[src/rtl/yu_mux_pkg.sv]
// rtl/yu_mux_pkg.sv - shared mode constants and width helper for the registered N-input mux
package yu_mux_pkg;

    localparam int MUX_MODE_SEL = 0;
    localparam int MUX_MODE_RR  = 1;

    // Keeps select/source ports at least one bit wide even for degenerate N.
    function automatic int clog2_min1(input int n);
        return (n <= 2) ? 1 : $clog2(n);
    endfunction

endpackage

[src/rtl/mux_n_reg_rr_arbiter.sv]
// rtl/mux_n_reg_rr_arbiter.sv - combinational rotate-priority encoder starting after ptr
module rr_arbiter
    import yu_mux_pkg::*;
#(
    parameter  int N     = 4,
    localparam int SEL_W = clog2_min1(N)
) (
    input  logic [N-1:0]     req,
    input  logic [SEL_W-1:0] ptr,
    output logic [SEL_W-1:0] grant_idx,
    output logic             grant_valid
);

    int idx;

    // Scan farthest-first so the nearest requester after ptr is the last one written.
    always_comb begin
        grant_idx   = '0;
        grant_valid = 1'b0;
        idx         = 0;
        for (int k = N; k >= 1; k--) begin
            idx = int'(ptr) + k;
            if (idx >= N) begin
                idx = idx - N;
            end
            if (req[idx[SEL_W-1:0]]) begin
                grant_idx   = idx[SEL_W-1:0];
                grant_valid = 1'b1;
            end
        end
    end

endmodule

[src/rtl/mux_n_reg.sv]
// rtl/mux_n_reg.sv - N-input valid/ready mux with one output register; MUX_N_REG_LOCK_EN adds packet lock
module mux_n_reg
    import yu_mux_pkg::*;
#(
    parameter  int WIDTH = 32,
    parameter  int N     = 4,
    parameter  int MODE  = MUX_MODE_SEL,
    localparam int SEL_W = clog2_min1(N)
) (
    input  logic               clk,
    input  logic               rst_n,
    input  logic [N-1:0]       in_valid,
    output logic [N-1:0]       in_ready,
    input  logic [N*WIDTH-1:0] in_data,
`ifdef MUX_N_REG_LOCK_EN
    input  logic [N-1:0]       in_last,
    output logic               out_last,
`endif
    input  logic [SEL_W-1:0]   sel,
    output logic               out_valid,
    input  logic               out_ready,
    output logic [WIDTH-1:0]   out_data,
    output logic [SEL_W-1:0]   out_src
);

    logic             load_en;
    logic             base_valid;
    logic             grant_valid;
    logic             xfer;
    logic [SEL_W-1:0] base_idx;
    logic [SEL_W-1:0] grant;
    logic [WIDTH-1:0] sel_data;

    assign load_en = !out_valid || out_ready;

    generate
        if (MODE == MUX_MODE_RR) begin : g_rr
            logic [SEL_W-1:0] rr_ptr;

            rr_arbiter #(.N(N)) u_arb (
                .req        (in_valid),
                .ptr        (rr_ptr),
                .grant_idx  (base_idx),
                .grant_valid(base_valid)
            );

            // Reset to N-1 so the first search after reset starts at channel 0.
            always_ff @(posedge clk or negedge rst_n) begin
                if (!rst_n) begin
                    rr_ptr <= SEL_W'(N - 1);
                end else if (xfer) begin
                    rr_ptr <= grant;
                end
            end
        end else begin : g_sel
            assign base_idx   = sel;
            assign base_valid = (int'(sel) < N);
        end
    endgenerate

`ifdef MUX_N_REG_LOCK_EN
    logic             locked;
    logic [SEL_W-1:0] lock_idx;
    logic             sel_last;

    assign grant       = locked ? lock_idx : base_idx;
    assign grant_valid = locked || base_valid;
`else
    assign grant       = base_idx;
    assign grant_valid = base_valid;
`endif

    always_comb begin
        in_ready = '0;
        xfer     = 1'b0;
        sel_data = '0;
`ifdef MUX_N_REG_LOCK_EN
        sel_last = 1'b1;
`endif
        for (int i = 0; i < N; i++) begin
            if (load_en && grant_valid && (grant == SEL_W'(i))) begin
                in_ready[i] = 1'b1;
                xfer        = in_valid[i];
                sel_data    = in_data[i*WIDTH +: WIDTH];
`ifdef MUX_N_REG_LOCK_EN
                sel_last    = in_last[i];
`endif
            end
        end
    end

    always_ff @(posedge clk or negedge rst_n) begin
        if (!rst_n) begin
            out_valid <= 1'b0;
            out_data  <= '0;
            out_src   <= '0;
`ifdef MUX_N_REG_LOCK_EN
            out_last  <= 1'b0;
            locked    <= 1'b0;
            lock_idx  <= '0;
`endif
        end else if (load_en) begin
            out_valid <= xfer;
            if (xfer) begin
                out_data <= sel_data;
                out_src  <= grant;
`ifdef MUX_N_REG_LOCK_EN
                out_last <= sel_last;
                locked   <= !sel_last;
                lock_idx <= grant;
`endif
            end
        end
    end

endmodule

[config.mk]
export PLATFORM = sky130hd
export DESIGN_NAME = mux_n_reg
export DESIGN_NICKNAME = d
export VERILOG_FILES = /design/src/rtl/yu_mux_pkg.sv /design/src/rtl/mux_n_reg_rr_arbiter.sv /design/src/rtl/mux_n_reg.sv
export SDC_FILE = /design/constraint.sdc
export NUM_CORES = 1
export LEC_CHECK = 0
export ABC_AREA = 1
export CAP_MARGIN = 40
export CORE_ASPECT_RATIO = 1.25
export CORE_MARGIN = 5
export CORE_UTILIZATION = 39
export CTS_CLUSTER_SIZE = 16
export DETAILED_ROUTE_END_ITERATION = 12
export GPL_TIMING_DRIVEN = 0
export HOLD_SLACK_MARGIN = 0.12
export PLACE_DENSITY = 0.88
export SYNTH_ARGS = -nofsm -noshare
export SYNTH_HDL_FRONTEND = slang
export SYNTH_SLANG_ARGS = --single-unit
export TNS_END_PERCENT = 1
[constraint.sdc]
create_clock -name clk -period 3.72 [get_ports clk]
set_clock_uncertainty 0.05 [all_clocks]
set_input_delay 0.558 -clock clk [delete_from_list [all_inputs] [get_ports clk]]
set_output_delay 0.558 -clock clk [all_outputs]
set_load 0.005 [all_outputs]
==> metrics.yaml, run 1 <==
outcome:
  outcome: "finished, final reports clean"
critical_path:
  critPathMaxFanout: 10
  critPathMaxStageDelay_ns: 0.68
  end_kind: "output pin"
  cp-start-kind: "input pin"
  cp.required_ns: 3.11
  critPathKind: "in2out"
  cp.arrival_ns: 2.77
  crit_chain: "clkdlybuf4s50_1 -> inv_1 -> nor2_1 -> nand2_1 -> inv_1 -> buf_1 -> clkdlybuf4s50_1"
  slowest_stage: "clkdlybuf4s50_1"
sta:
  finalHoldViolCount: 0
  worstMarginPinSlew_ns: 0.781
  maxSlewViolCount: 0
  setup_viol: 0
  layout_min_cycle_time_ns: 3.38
  timing.fmax_ghz: 0.296
  finalSetupTns_ns: 0
  maxSlewHeadroom_pct: 47.9
  rsz0062_at_grt: "no"
  finalCritPeriodShare_pct: 90.9
  setup_ws_ns: 0.339
power:
  ir_drop_mv: 0.174
  power.density_mw_per_mm2: 325
  p_leak_nw: 2.10
  power.total_mw: 1.46
synth:
  synth_cell_types: 16
  synth_top_family_by_area: "simple AND/OR/NAND/NOR gates"
  synthSimpleGateAreaFrac_pct: 50.0
  synth.avg_cell_area_um2: 6.28
  synthAdderAreaFrac_pct: 0
  synth_fp_nets: 543
  synth_area_leaders: "dfrtp_1 (34%), nand3_1 (24%), nand2_1 (19%)"
  yosysTopAreaCell: "dfrtp_1"
  ys_ff_latch: 35
  yosysSeqAreaShare_pct: 34.3
  synthXorXnorAreaFrac_pct: 0
  muxShareOfSynthArea_pct: 0
  synth_top_area_share_pct: 34.3
  synth_area_mm2: 0.00255
  synthCells: 406
  synth_compound_area_share_pct: 2.75
  yosys_warnings: 0
routing:
  drtAntennaViolNets: 0
  viasPerCell: 5.09
  drt_iter0_drc: 153
  via_count: 3442
  drc: 0
  drt_wl_total_um: 10800
  routedWlPerCell_um: 15.9
  dr.pass1.iters: 5
clock_network:
  clock_sinks: 35
  htreeDepth: 2
  postCtsHoldBufs: 0
  cts_root_buf: "clkbuf_8"
  cts_tree: "done"
  clk_pin_slew_ns: 0.07
  post_cts_buffers: 0
  max-clock-path-buffers: 2
  cts-resized-gates: 0
  numCtsBuffers: 5
  clock_latency_ns: 0.27
layout:
  fin_cells: 676
  antenna_cells: 0
  drive_gt1_share_pct: 3.06
  nets: 725
  area_growth_pct: 76.0
grt:
  overflow: 0
  gr-usage-all-layers_pct: 25.9
  grt_pass1_wl_um: 16400
  grt_pass1_vias: 3475
  grt_max_degree: 36
  grt_antenna_before_repair: 0
run:
  max_cap_viol_count: 0
placement:
  numPortBuffers: 175
  hpwlAfterDp_um: 8590
  place_congestion: 0.881
  pre_cts_ws_ns: 0.365
  dp_cells: 668
die:
  core-area_mm2: 0.00648
  die_h_um: 100
  die_w_um: 82.3
  initial_utilization_pct: 39.3
  pin_count: 176
  num_rows: 33
  dieArea_mm2: 0.00827
hold_path:
  hp-class: "in2async"
## flip-flops by register name, indices dropped and copies added (netlist names)
register,flops
out_data,32
out_src,2
out_valid,1
## cell type report
type / instances / area, um2
clock buffer: 7 / 76.3
tap: 87 / 109
fill: 583 / 2000
sequential: 35 / 876
inverter: 49 / 184
multi-input combinational: 293 / 1350
timing repair buffer: 175 / 1750
clock inverter: 1 / 5.00
buffer: 29 / 144
## path summary, 6_finish.rpt
kind                              start      endpoint  slack (ns)  depth (start not counted)
min in group clk           out_data[15]  out_data[15]        0.46                          2
hold / removal                    rst_n  out_data[16]        0.30                          1
setup reg to reg              out_valid  out_data[23]        1.72                          7
max in group asynchronous         rst_n   out_data[7]        2.82                          1
hold reg to reg            out_data[15]  out_data[15]        0.46                          2
setup / recovery                 sel[0]   in_ready[1]        0.34                          7
## kinds of logic after synthesis
kind of cell           Yosys count
AOI/OAI and AO/OA               14
and+or+nand+nor                279
DFF                             35
buffers and inverters           78
## metrics by stage
| stage | cell area (um2) | utilization, % | hold slack (ns) |
|---|---|---|---|
| final | 4490 | 69.2 | 0.303 |
| after global routing | 4490 | 69.2 | 0.372 |
| after CTS | 4490 | 69.2 | 0.327 |
| after detailed placement | 4410 | 68.0 | 0.443 |
| after global placement | 4410 | 68.0 | 0.439 |
| after floorplan | 2550 | - | 0.212 |
## per-layer routing
metal	up-vias	wire, um	GRT usage (%)	part of all wire [%]
met5	-	0	0	0
met4	0	266	10.1	2.5
met3	26	1070	5.92	9.9
met2	176	5400	46.2	50
met1	1559	4050	28.9	38
li1	1681	-	-	-
## cell usage after synthesis
| master | count |
|---|---|
| buf_2 | 1 |
| buf_1 | 7 |
| nor3_1 | 1 |
| buf_4 | 3 |
| nor2_4 | 1 |
| nand3_1 | 120 |
| nor2_1 | 3 |
| o21ai_0 | 14 |
| or2_0 | 1 |
| nand2_4 | 3 |
| dfrtp_1 | 35 |
| clkbuf_1 | 15 |
| inv_1 | 49 |
| nand2_1 | 132 |
| buf_6 | 3 |
| nand4_1 | 18 |
## cell usage in the layout (no fill, tap or decap)
cell | Yosys | final
nand2_4 | 3 | 3
nand3_1 | 120 | 120
clkinv_2 | 0 | 1
clkbuf_1 | 15 | 17
dfrtp_1 | 35 | 35
nor2_1 | 3 | 3
buf_4 | 3 | 3
clkdlybuf4s50_1 | 0 | 174
nand4_1 | 18 | 18
buf_6 | 3 | 3
or2_0 | 1 | 1
buf_1 | 7 | 7
inv_1 | 49 | 49
nor2_4 | 1 | 1
buf_2 | 1 | 2
nand2_1 | 132 | 132
clkbuf_8 | 0 | 5
o21ai_0 | 14 | 14
nor3_1 | 1 | 1
## critical path, delay by kind of cell
kind                   cells  cell delay, ns
and+or+nand+nor            2            0.19
buffers and inverters      5            2.01
## report_power, final
| group | total [mW] | internal, mW | leakage, nW | switching (mW) |
|---|---|---|---|---|
| Sequential | 0.524 | 0.471 | 0.446 | 0.0530 |
| Clock | 0.259 | 0.131 | 0.0422 | 0.128 |
| Combinational | 0.676 | 0.384 | 1.62 | 0.292 |
Power figures use the tool's default switching activity.
==> run 2: changes to the inputs <==
--- a/config.mk
+++ b/config.mk
@@ -7,7 +7,6 @@
 export LEC_CHECK = 0
 export ABC_AREA = 1
 export CAP_MARGIN = 40
-export CORE_ASPECT_RATIO = 1.25
 export CORE_MARGIN = 5
 export CORE_UTILIZATION = 39
 export CTS_CLUSTER_SIZE = 16
==> metrics.yaml, run 2 (synthesized netlist as in run 1, its figures left out) <==
layout:
  fillers: 545  # was 583
  reg_top3: "out_data (32), out_src (2), out_valid (1)"  # unchanged
  antenna_cells: 0  # unchanged
  area_growth_pct: 75.7  # was 76.0%
  mostFrequentLayoutCells: "clkdlybuf4s50_1 (174), nand2_1 (132), nand3_1 (120)"  # unchanged
  multi_input_area_mm2: 0.00135  # unchanged
  fin_cells: 665  # was 676
  top_register: "out_data"  # unchanged
  drive_gt1_share_pct: 3.23  # was 3.06%
  fin_util_pct: 70.6  # was 69.2%
  largest_reg_flops: 32  # unchanged
  final_common_cell: "clkdlybuf4s50_1"  # unchanged
  final_area_mm2: 0.00448  # was 0.00449 mm2
  nets: 725  # unchanged
  register_area_um2: 876  # unchanged
critical_path:
  cp.required_ns: 3.11  # about the same
  critPathMaxStageDelay_ns: 0.67  # was 0.68 ns
  critPathMaxFanout: 10  # unchanged
  slowest_stage: "clkdlybuf4s50_1"  # unchanged
  end_kind: "output pin"  # unchanged
  cp.arrival_ns: 2.74  # was 2.77 ns
  cp-start-kind: "input pin"  # unchanged
  crit_chain: "clkdlybuf4s50_1 -> inv_1 -> nor2_1 -> nand2_1 -> inv_1 -> buf_1 -> clkdlybuf4s50_1"  # unchanged
  critPathKind: "in2out"  # unchanged
grt:
  grt_pass1_wl_um: 17500  # was 16400 um
  grt_antenna_before_repair: 0  # unchanged
  grt_max_degree: 36  # unchanged
  gr-usage-all-layers_pct: 25.8  # was 25.9%
  grt_pass1_vias: 3558  # was 3475
  overflow: 0  # unchanged
sta:
  maxSlewHeadroom_pct: 44.9  # was 47.9%
  hold_ws_ns: 0.320  # was 0.303 ns
  worstMarginPinSlew_ns: 0.826  # was 0.781 ns
  finalCritPeriodShare_pct: 90.0  # was 90.9%
  layout_min_cycle_time_ns: 3.35  # was 3.38 ns
  timing.fmax_ghz: 0.299  # was 0.296 GHz
  finalSetupTns_ns: 0  # unchanged
  setup_ws_ns: 0.373  # was 0.339 ns
  rsz0062_at_grt: "no"  # unchanged
  setup_viol: 0  # unchanged
  finalHoldViolCount: 0  # unchanged
  maxSlewViolCount: 0  # unchanged
placement:
  numPortBuffers: 175  # unchanged
  pre_cts_ws_ns: 0.380  # was 0.365 ns
  place_congestion: 0.885  # was 0.881
  hpwlAfterDp_um: 8660  # was 8590 um
  dp_cells: 658  # was 668
  dpl_cell_area_mm2: 0.00439  # was 0.00441 mm2
die:
  die_w_um: 90.9  # was 82.3 um
  num_rows: 29  # was 33
  pin_count: 176  # unchanged
  initial_utilization_pct: 40.2  # was 39.3%
  core-area_mm2: 0.00635  # was 0.00648 mm2
  dieArea_mm2: 0.00826  # was 0.00827 mm2
  die_h_um: 90.9  # was 100 um
clock_network:
  post_cts_buffers: 0  # unchanged
  clock_latency_ns: 0.28  # was 0.27 ns
  cts_tree: "done"  # unchanged
  clock_sinks: 35  # unchanged
  postCtsHoldBufs: 0  # unchanged
  cts_root_buf: "clkbuf_8"  # unchanged
  htreeDepth: 2  # unchanged
  max-clock-path-buffers: 2  # unchanged
  cts-resized-gates: 0  # unchanged
  numCtsBuffers: 5  # unchanged
  clk_pin_slew_ns: 0.07  # about the same
routing:
  viasPerCell: 5.26  # was 5.09
  via_count: 3500  # was 3442
  drt_wl_total_um: 11000  # was 10800 um
  drtAntennaViolNets: 0  # unchanged
  drt_iter0_drc: 194  # was 153
  dr.pass1.iters: 5  # unchanged
  routedWlPerCell_um: 16.6  # was 15.9 um
  drc: 0  # unchanged
hold_path:
  hp-class: "in2async"  # unchanged
power:
  ir_drop_mv: 0.234  # was 0.174 mV
  p_leak_nw: 2.11  # was 2.10 nW
  power.total_mw: 1.48  # was 1.46 mW
  power.density_mw_per_mm2: 331  # was 325 mW/mm2
run:
  max_cap_viol_count: 0  # unchanged
outcome:
  outcome: "finished, final reports clean"  # unchanged
-- run 2: cell count changes in the layout (fill, tap and decap cells not counted) --
cell and change:
clkbuf_8 +1, clkbuf_1 -2
-- run 2: layer usage --
layer / share of wire, % / GRT usage [%] / vias to the layer above / wire, um
met5: 0 / 0 / - / 0
met4: 2.5 / 9.54 / 0 / 272
met3: 10 / 6.92 / 24 / 1150
met2: 50 / 44.9 / 202 / 5560
met1: 37 / 30.1 / 1596 / 4040
li1: - / - / 1678 / -
-- run 2: layout make-up --
| cell class | count | area share, % |
|---|---|---|
| sequential | 35 | 19.5 |
| tap | 77 | 2.15 |
| clock inverter | 1 | 0.112 |
| buffer | 29 | 3.21 |
| multi-input combinational | 293 | 30.0 |
| timing repair buffer | 175 | 39.0 |
| clock buffer | 6 | 1.84 |
| inverter | 49 | 4.10 |
-- run 2: worst paths after layout --
kind	from	end	slack [ns]	cells after the start
setup / recovery	sel[0]	in_ready[1]	0.37	7
hold / removal	rst_n	out_data[16]	0.32	1
setup reg to reg	out_valid	out_data[10]	1.70	7
hold reg to reg	out_src[0]	out_src[0]	0.46	2
max in group asynchronous	rst_n	out_src[1]	2.78	1
min in group clk	out_src[0]	out_src[0]	0.46	2
-- run 2: power by group --
part / internal (mW) / total (mW) / switching [mW] / leakage, nW
Clock: 0.145 / 0.281 / 0.135 / 0.0470
Sequential: 0.471 / 0.523 / 0.0515 / 0.446
Combinational: 0.384 / 0.680 / 0.296 / 1.62
Total: 1.00 / 1.48 / 0.483 / 2.11
-- run 2: worst max-delay path, delay by kind of cell --
kind                   cells  cell delay (ns)
buffers and inverters      5             1.99
AND/OR/NAND/NOR            2             0.19
